File: src/rtl/lru_pkg.sv
// rtl/lru_pkg.sv - shared tree-PLRU helpers and flush FSM state type
package lru_pkg;

    // Widest supported tree; node k of the heap lives at bit k, bit 0 unused.
    localparam int MAX_WAYS = 16;

    typedef logic [MAX_WAYS-1:0] tree_t;
    typedef logic [MAX_WAYS-1:0] way_t;

    typedef enum logic {
        IDLE  = 1'b0,
        SWEEP = 1'b1
    } flush_state_e;

    // Point every ancestor of the touched way away from it; lowest set bit wins.
    function automatic tree_t plru_next(input tree_t old_tree, input way_t way_onehot, input int ways);
        tree_t      t;
        int         w;
        int         lo;
        int         span;
        int         half;
        logic       found;
        logic [3:0] k;
        t     = old_tree;
        w     = 0;
        found = 1'b0;
        for (int i = 0; i < MAX_WAYS; i++) begin
            if (!found && (i < ways) && way_onehot[i]) begin
                w     = i;
                found = 1'b1;
            end
        end
        if (found) begin
            k    = 4'd1;
            lo   = 0;
            span = ways;
            for (int l = 0; l < 4; l++) begin
                if (span > 1) begin
                    half = span / 2;
                    if (w < lo + half) begin
                        t[k] = 1'b1;
                        k    = {k[2:0], 1'b0};
                    end else begin
                        t[k] = 1'b0;
                        k    = {k[2:0], 1'b1};
                        lo   = lo + half;
                    end
                    span = half;
                end
            end
        end
        return t;
    endfunction

    // Follow node bits from the root down to a leaf: 0 goes left, 1 goes right.
    function automatic way_t plru_victim(input tree_t tree, input int ways);
        way_t       v;
        int         lo;
        int         span;
        int         half;
        logic [3:0] k;
        k    = 4'd1;
        lo   = 0;
        span = ways;
        for (int l = 0; l < 4; l++) begin
            if (span > 1) begin
                half = span / 2;
                if (tree[k]) begin
                    k  = {k[2:0], 1'b1};
                    lo = lo + half;
                end else begin
                    k  = {k[2:0], 1'b0};
                end
                span = half;
            end
        end
        v            = '0;
        v[lo[3:0]]   = 1'b1;
        return v;
    endfunction

    // One-hot of the lowest-index way whose valid bit is clear.
    function automatic way_t first_invalid(input way_t valid, input int ways);
        way_t v;
        logic found;
        v     = '0;
        found = 1'b0;
        for (int i = 0; i < MAX_WAYS; i++) begin
            if (!found && (i < ways) && !valid[i]) begin
                v[i]  = 1'b1;
                found = 1'b1;
            end
        end
        return v;
    endfunction

endpackage

File: src/rtl/plru_tree_next.sv
// rtl/plru_tree_next.sv - combinational single-tree touch update
module plru_tree_next
    import lru_pkg::*;
#(
    parameter int WAY_NUM = 4
) (
    input  logic [WAY_NUM-2:0] i_tree,
    input  logic [WAY_NUM-1:0] i_way,
    output logic [WAY_NUM-2:0] o_tree
);

    // Widen to the package tree layout, update, and narrow back.
    always_comb begin
        tree_t w_old;
        tree_t w_new;
        way_t  w_way;
        w_old              = '0;
        w_old[WAY_NUM-1:1] = i_tree;
        w_way              = '0;
        w_way[WAY_NUM-1:0] = i_way;
        w_new              = plru_next(w_old, w_way, WAY_NUM);
        o_tree             = w_new[WAY_NUM-1:1];
    end

endmodule

File: src/rtl/plru_set_tracker.sv
// rtl/plru_set_tracker.sv - per-set tree pseudo-LRU tracker with flush sweep
module plru_set_tracker
    import lru_pkg::*;
#(
    parameter  int WAY_NUM = 4,
    parameter  int SET_NUM = 256,
    localparam int SET_W   = $clog2(SET_NUM)
) (
    input  logic               clk,
    input  logic               rst_n,
    input  logic               lookup_valid_i,
    input  logic [SET_W-1:0]   lookup_set_i,
    input  logic [WAY_NUM-1:0] way_valid_i,
    input  logic               touch_valid_i,
    input  logic [SET_W-1:0]   touch_set_i,
    input  logic [WAY_NUM-1:0] touch_way_i,
    input  logic               flush_i,
    output logic               victim_valid_o,
    output logic [WAY_NUM-1:0] victim_way_o,
    output logic               busy_o
);

    logic [WAY_NUM-2:0] r_tree [SET_NUM];
    flush_state_e       r_state;
    logic [SET_W-1:0]   r_cnt;

    logic               w_busy;
    logic               w_touch_en;
    logic               w_lookup_en;
    logic [WAY_NUM-2:0] w_touch_new;
    logic [WAY_NUM-2:0] w_lookup_tree;
    logic [WAY_NUM-1:0] w_victim;

    assign w_busy      = (r_state == SWEEP);
    assign busy_o      = w_busy;
    // A flush request in the same cycle drops the touch.
    assign w_touch_en  = touch_valid_i && !w_busy && !flush_i && (|touch_way_i);
    assign w_lookup_en = lookup_valid_i && !w_busy;

    plru_tree_next #(
        .WAY_NUM (WAY_NUM)
    ) u_tree_next (
        .i_tree (r_tree[touch_set_i]),
        .i_way  (touch_way_i),
        .o_tree (w_touch_new)
    );

    // Same-set touch is forwarded so the lookup sees the post-touch tree.
    assign w_lookup_tree = (w_touch_en && (touch_set_i == lookup_set_i)) ? w_touch_new
                                                                         : r_tree[lookup_set_i];

    // Invalid ways win over the tree; otherwise walk the tree.
    always_comb begin
        tree_t w_pad_tree;
        way_t  w_pad_valid;
        way_t  w_full;
        w_pad_tree              = '0;
        w_pad_tree[WAY_NUM-1:1] = w_lookup_tree;
        w_pad_valid             = '1;
        w_pad_valid[WAY_NUM-1:0] = way_valid_i;
        if (&way_valid_i) begin
            w_full = plru_victim(w_pad_tree, WAY_NUM);
        end else begin
            w_full = first_invalid(w_pad_valid, WAY_NUM);
        end
        w_victim = w_full[WAY_NUM-1:0];
    end

    // Flush FSM: one set cleared per cycle, counter wraps back to 0 on exit.
    always_ff @(posedge clk or negedge rst_n) begin
        if (!rst_n) begin
            r_state <= IDLE;
            r_cnt   <= '0;
        end else begin
            case (r_state)
                IDLE: begin
                    if (flush_i) begin
                        r_state <= SWEEP;
                        r_cnt   <= '0;
                    end
                end
                SWEEP: begin
                    r_cnt <= r_cnt + 1'b1;
                    if (r_cnt == SET_W'(SET_NUM - 1)) begin
                        r_state <= IDLE;
                    end
                end
                default: r_state <= IDLE;
            endcase
        end
    end

    // Tree storage: sweep clear takes precedence over touches.
    always_ff @(posedge clk or negedge rst_n) begin
        if (!rst_n) begin
            for (int s = 0; s < SET_NUM; s++) begin
                r_tree[s] <= '0;
            end
        end else if (w_busy) begin
            r_tree[r_cnt] <= '0;
        end else if (w_touch_en) begin
            r_tree[touch_set_i] <= w_touch_new;
        end
    end

    // Registered victim response; the way holds when no lookup is accepted.
    always_ff @(posedge clk or negedge rst_n) begin
        if (!rst_n) begin
            victim_valid_o <= 1'b0;
            victim_way_o   <= '0;
        end else begin
            victim_valid_o <= w_lookup_en;
            if (w_lookup_en) begin
                victim_way_o <= w_victim;
            end
        end
    end

    a_touch_onehot: assert property (@(posedge clk) disable iff (!rst_n)
        touch_valid_i |-> $onehot0(touch_way_i));

endmodule

File: config.mk
export PLATFORM = sky130hd
export DESIGN_NAME = plru_set_tracker
export DESIGN_NICKNAME = d
export VERILOG_FILES = /design/src/rtl/lru_pkg.sv /design/src/rtl/plru_tree_next.sv /design/src/rtl/plru_set_tracker.sv
export SDC_FILE = /design/constraint.sdc
export NUM_CORES = 2
export LEC_CHECK = 0
export ABC_CLOCK_PERIOD_IN_PS = 8180
export CORE_MARGIN = 2
export CORE_UTILIZATION = 40
export DETAILED_ROUTE_END_ITERATION = 8
export PLACE_DENSITY = 0.56
export SETUP_SLACK_MARGIN = 0.02
export SYNTH_ARGS = -nofsm -noshare
export SYNTH_HDL_FRONTEND = slang
export SYNTH_SLANG_ARGS = --single-unit
File: constraint.sdc
create_clock -name clk -period 8.18 [get_ports clk]
set_input_delay 1.636 -clock clk [delete_from_list [all_inputs] [get_ports clk]]
set_output_delay 1.636 -clock clk [all_outputs]
set_load 0.01 [all_outputs]
# --- Word-level counts from Yosys, hierarchy flattened ---
# Cells that the tools add are included.
word_totals:
  ff_bits: 782
  output_inout_bits: 6
  word_cells: 460
classes:
  n_addsub: 13
  order_cmp: 26
  eq_ne: 3
  n_mux: 106
  bitwise_logic: 21
  reduce_logical: 31
ops:
  columns: ["cell", "count"]
  rows:
  - ["$mux 768", 2]
  - ["$and 768x768->768", 1]
  - ["$bwmux 768", 1]
  - ["$not 768->768", 1]
  - ["$mux 32", 19]
  - ["$gt 32x2->1 const B", 6]
  - ["$add 32x1->32", 5]
  - ["$mux 4", 30]
  - ["$add 32x32->32", 3]
  - ["$lt 32x32->1", 3]
  - ["$bmux 3 s8", 2]
  - ["$demux 3 s8", 2]
  - ["$lt 4x5->1 const B", 7]
  - ["$lt 32x3->1 const B", 1]
  - ["$mux 1", 31]
  - ["$ge 9x9->1 const B", 3]
  - ["$not 8->9", 3]
  - ["$mux 3", 7]
  - ["$lt 9x1->1 const B", 2]
  - ["$logic_and 1x1->1", 17]
  - ["$demux 1 s4", 4]
  - ["$ge 4x1->1 const B", 4]
  - ["$pmux 8 s2", 1]
  - ["$add 4x4->4", 3]
  - ["18 further kinds", 42]

# --- Logic depth before layout (Yosys ltp) ---
logic_depth:
  word_depth: 55
  mapped_depth: 16
  depth_no_buf: 8

# --- By module ---
# A second synthesis with hierarchy kept.
unflattened:
  cells_unflattened: 4435
  hier_area_um2: 44534.0
by_module_without_submodules:
  columns: ["mod", "instances", "cells_per_inst", "area_per_inst_um2"]
  rows:
  - ["plru_set_tracker", 1, 4428, 44490.2]
  - ["plru_tree_next", 1, 7, 43.8]

# --- Worst setup path before layout ---
# OpenSTA, ideal clock, no wires.
synth_timing:
  path_kind: "input -> register"
  start: "input touch_set_i[0]"
  end: "register r_tree[725] (netlist name)"
  setup_time_ns: 0.121
  arrival_time_ns: 4.267
  t_required_ns: 8.059
  slack_ns: 3.792
  path_stages: 14
  n_path_buf: 7
  path_cell_list: "buf_6 > buf_12 > buf_12 > buf_2 > mux4_2 > mux2i_1 > nor3_1 > nor4_2 > o2111ai_2 > and2_1 > buf_6 > buf_8 > buf_6 > a32o_2"
synth_between:
  elab_chain_cells: 19
  word_cells_on_any_way: 27
  classes_between: "order compare (2); mux (17); bitwise (7); reduce/logical (1)"
synth_lines:
  columns: ["item", "line", "rtl"]
  rows:
  - ["start, declared", "plru_set_tracker.sv:15", "input logic [SET_W-1:0] touch_set_i,"]
  - ["$not 8->9 (implied by the code) *", "plru_set_tracker.sv:43, plru_set_tracker.sv:102", null]
  - ["$bmux 3 s8", "plru_set_tracker.sv:43", ".i_tree (r_tree[touch_set_i]),"]
  - ["$mux 3 (implied by the code) (2 in a row)", "plru_set_tracker.sv:43", null]
  - ["$and 4x4->4 (no line) / $or 4x4->4 (equally long branches)", null, null]
  - ["$mux 4", "lru_pkg.sv:40", "if (w < lo + half) begin"]
  - ["$mux 4", "lru_pkg.sv:38", "if (span > 1) begin"]
  - ["$mux 4", "lru_pkg.sv:33", "if (found) begin"]
  - ["$and 4x4->4 (no line) / $or 4x4->4 (equally long branches)", null, null]
  - ["[... 2 more ...]", null, null]
  - ["$mux 4", "lru_pkg.sv:33", null]
  - ["$and 4x4->4 (no line) / $or 4x4->4 (equally long branches)", null, null]
  - ["$mux 4", "lru_pkg.sv:40", null]
  - ["$mux 4", "lru_pkg.sv:38", null]
  - ["$mux 4", "lru_pkg.sv:33", null]
  - ["$bwmux 768 *", "plru_set_tracker.sv:102", "r_tree[touch_set_i] <= w_touch_new;"]
  - ["$mux 768 *", "plru_set_tracker.sv:101", "end else if (w_touch_en) begin"]
  - ["$mux 768 *", "plru_set_tracker.sv:99", "end else if (w_busy) begin"]
  - ["end signal, assigned by index", "plru_set_tracker.sv:102", null]
  - ["end, declared", "plru_set_tracker.sv:23", "logic [WAY_NUM-2:0] r_tree [SET_NUM];"]
# Mark *: on every way between the ends. The rest lies on a longest branch, timed or not. The select of a mux whose other input is x is not followed.
# A chain may end at the register's enable or synchronous reset.

# --- Worst setup path in the final report ---
layout_timing:
  start: "input touch_set_i[4]"
  end: "register r_tree[556] (netlist name)"
# Same word-level chain as after synthesis.

==> metrics <==
Yosys cell types 80; hold crit path type flip-flop to flip-flop; WS Path Type primary input to flip-flop; top-area cell type share of the netlist area 0.463; share of cells above drive strength 1 0.171; WL per Instance 38.0 um; Final Util 0.449; yosys warns 0; Core ar. 105,000 um^2; CP Max Fanout 40; grt total ovfl 0; vias per cell 7.32; Fillers 9,910; DRT Wirelength 194,000 um; Post-CTS Hold Buffers 0; leak pwr 19.4 nW; syn_area_per_cell 11.4 um^2; clock slew at reported path FFs 0.06 ns; CTS tree done; Worst-Margin Slew 1.61 ns; area leader, netlist dfrtp_1; starting density of the core 0.402; outcome complete, but fails checks; synthesized flop and latch total 782; final worst setup slack 2.04 ns; max-cap violation count 1; Post-Synth Adder-Cell Area 0.00118; Via Count 37.3k; clock skew 0.0301 ns; synthesis-to-finish area growth 11.6%; Area contributors post-synth dfrtp_1 (46%), mux4_2 (13%), a22o_1 (5.9%); Post-Place Setup Slack 1.84 ns; ys flop type dfrtp_1; final setup violating endpoints 0; Slew Limit Fails 9; largest family of logic cells by synthesized area compound AO/OA/AOI/OAI gates; drc violations 0; first-pass GRT wire length 274,000 um; most frequent cells in the layout dfrtp_1 (782), nand2_1 (407), a22oi_1 (301), a22o_1 (284), o21ai_0 (258); reg2reg setup slack 3.92 ns; Worst-Skew Late Latency 0.68 ns; CTS sink cnt 782; Req. time, crit path 8.78 ns; Synth Net Count 3,736; crit share post-route 0.751; mux share of post-synthesis cell area 0.171; largest net degree at the start of global routing 157; Setup Buffers After CTS 0; setup repair after global routing missed its margin false; Slew headroom -0.0803; Netlist Area Pre-Place 42,300 um^2; Rows 119; CTS Buffer Depth 3; failing checks capacitance limit, slew limit; EDFF count, synth 0; routability cong. 1.04; final worst path period need 6.14 ns; CP Data Arrival Time 6.74 ns; Fmax 0.163 GHz; Clock Tree Root clkbuf_16; Detailed Route Iter0 Violations 6,207; DR pass1 iterations 7; Startpoint Class primary input; final net count 3,669; die width 329 um; highest ir drop seen on vdd 0.177 mV; Die H 329 um; post-DP HPWL 132,000 um; Final Hold Vio Count 0; Post-Synthesis Cells 3,703; P per Cell Area 200 nW/um^2; PostCTS Resize Cnt 0; commonest non-fill, non-tap cell in the layout dfrtp_1; number of buffers created by CTS 88; antenna violations before repair 7; Synth Area in XOR/XNOR 0.00290; Die ar. 108,000 um^2; post-synthesis compound-gate area fraction 0.220; Post-DRT Antenna Nets 0; post-synthesis async set-or-reset flop share 1.00; GR Util All Layers 0.354; simple logic cell fraction of the synthesized area 0.0988; register area share after synthesis 0.463; Crit. End Element flip-flop; H-tree depth 3; Ports 35; total power 9.45 mW; vias in the first global route 36.0k; Hold WS 0.493 ns; Port Buffer Count 34; Setup Total Neg Slack 0 ns
[cells by family (layout without fill, tap and decap cells)]
logic type,count (synthesis),count (layout)
AOI/OAI and AO/OA,1208,1208
and+or+nand+nor,916,916
DFF,782,782
xor gates and xnor gates,14,14
muxes,396,396
adders and majority gates,4,4
buffers and inverters,383,389
other,0,2
[worst paths after layout]
kind,start,endpoint,cells after the start
max,touch_set_i[4],r_tree[556],10
min,r_tree[294],r_tree[294],1
max reg2reg,r_tree[637],r_tree[556],7
min reg2reg,r_tree[294],r_tree[294],1
max in group asynchronous,rst_n,r_tree[501],2
min in group asynchronous,rst_n,r_tree[360],1
[stage by stage]
stage,instances,instance area (um^2)
2_1_floorplan,3703,42300
3_3_place_gp,4937,44300
3_5_place_dp,4937,44300
4_1_cts,5100,47200
5_1_grt,5100,47200
6_report,5102,47200
[flip-flops by register name (all words and copies together), names as in the netlist]
| register | cells |
|---|---|
| r_tree | 768 |
| r_cnt | 8 |
| victim_way_o | 4 |
| busy_o | 1 |
| victim_valid_o | 1 |
[synth_stat cells, drive strengths merged, types with 10 or more instances]
cell and number:
dfrtp 782, nand2 408, a22oi 301, a22o 284, o21ai 258, mux4 255, clkbuf 232, a32o 220
nand3 191, mux2i 135, buf 130, nor2 126, nor3 38, a21oi 35, nor2b 34, and2 30
nand4 22, inv 19, a211oi 16, o22ai 15, a31oi 14, nand2b 14, and3 10, nor4 10
xnor2 10
[power breakdown]
group	switching [mW]	internal [mW]	total, mW
combinational	1.08	0.293	1.38
clock	1.72	2.37	4.09
sequential	0.0788	3.90	3.98
[layer usage]
| metal | GRT usage | wire length (um) | vias up |
|---|---|---|---|
| li1 | - | - | 14500 |
| met1 | 0.459 | 71800 | 19100 |
| met2 | 0.501 | 81100 | 2977 |
| met3 | 0.137 | 27000 | 737 |
| met4 | 0.213 | 14000 | 12 |
| met5 | 0 | 75 | - |
[final cells by class]
class	count	area, um^2	area share
Clock buffer	137	2660	0.0564
Clock inverter	26	259	0.00549
Sequential cell	782	19600	0.415
Tap cell	1391	1740	0.0369
Multi-Input combinational cell	2538	21100	0.448
Timing Repair Buffer	206	1740	0.0369
Antenna cell	2	5.00	0.000106
Inverter	20	75.1	0.00159
[critical path: stages]
cell	delay [ns]
clkdlybuf4s50_1	0.82
buf_4	0.34
nor4b_2	0.82
buf_4	0.33
nand3_1	0.10
a31oi_1	0.80
a311oi_1	0.18
nand3_4	0.61
and2_1	0.76
a22o_1	0.26
(Power assumes the default switching activity.)
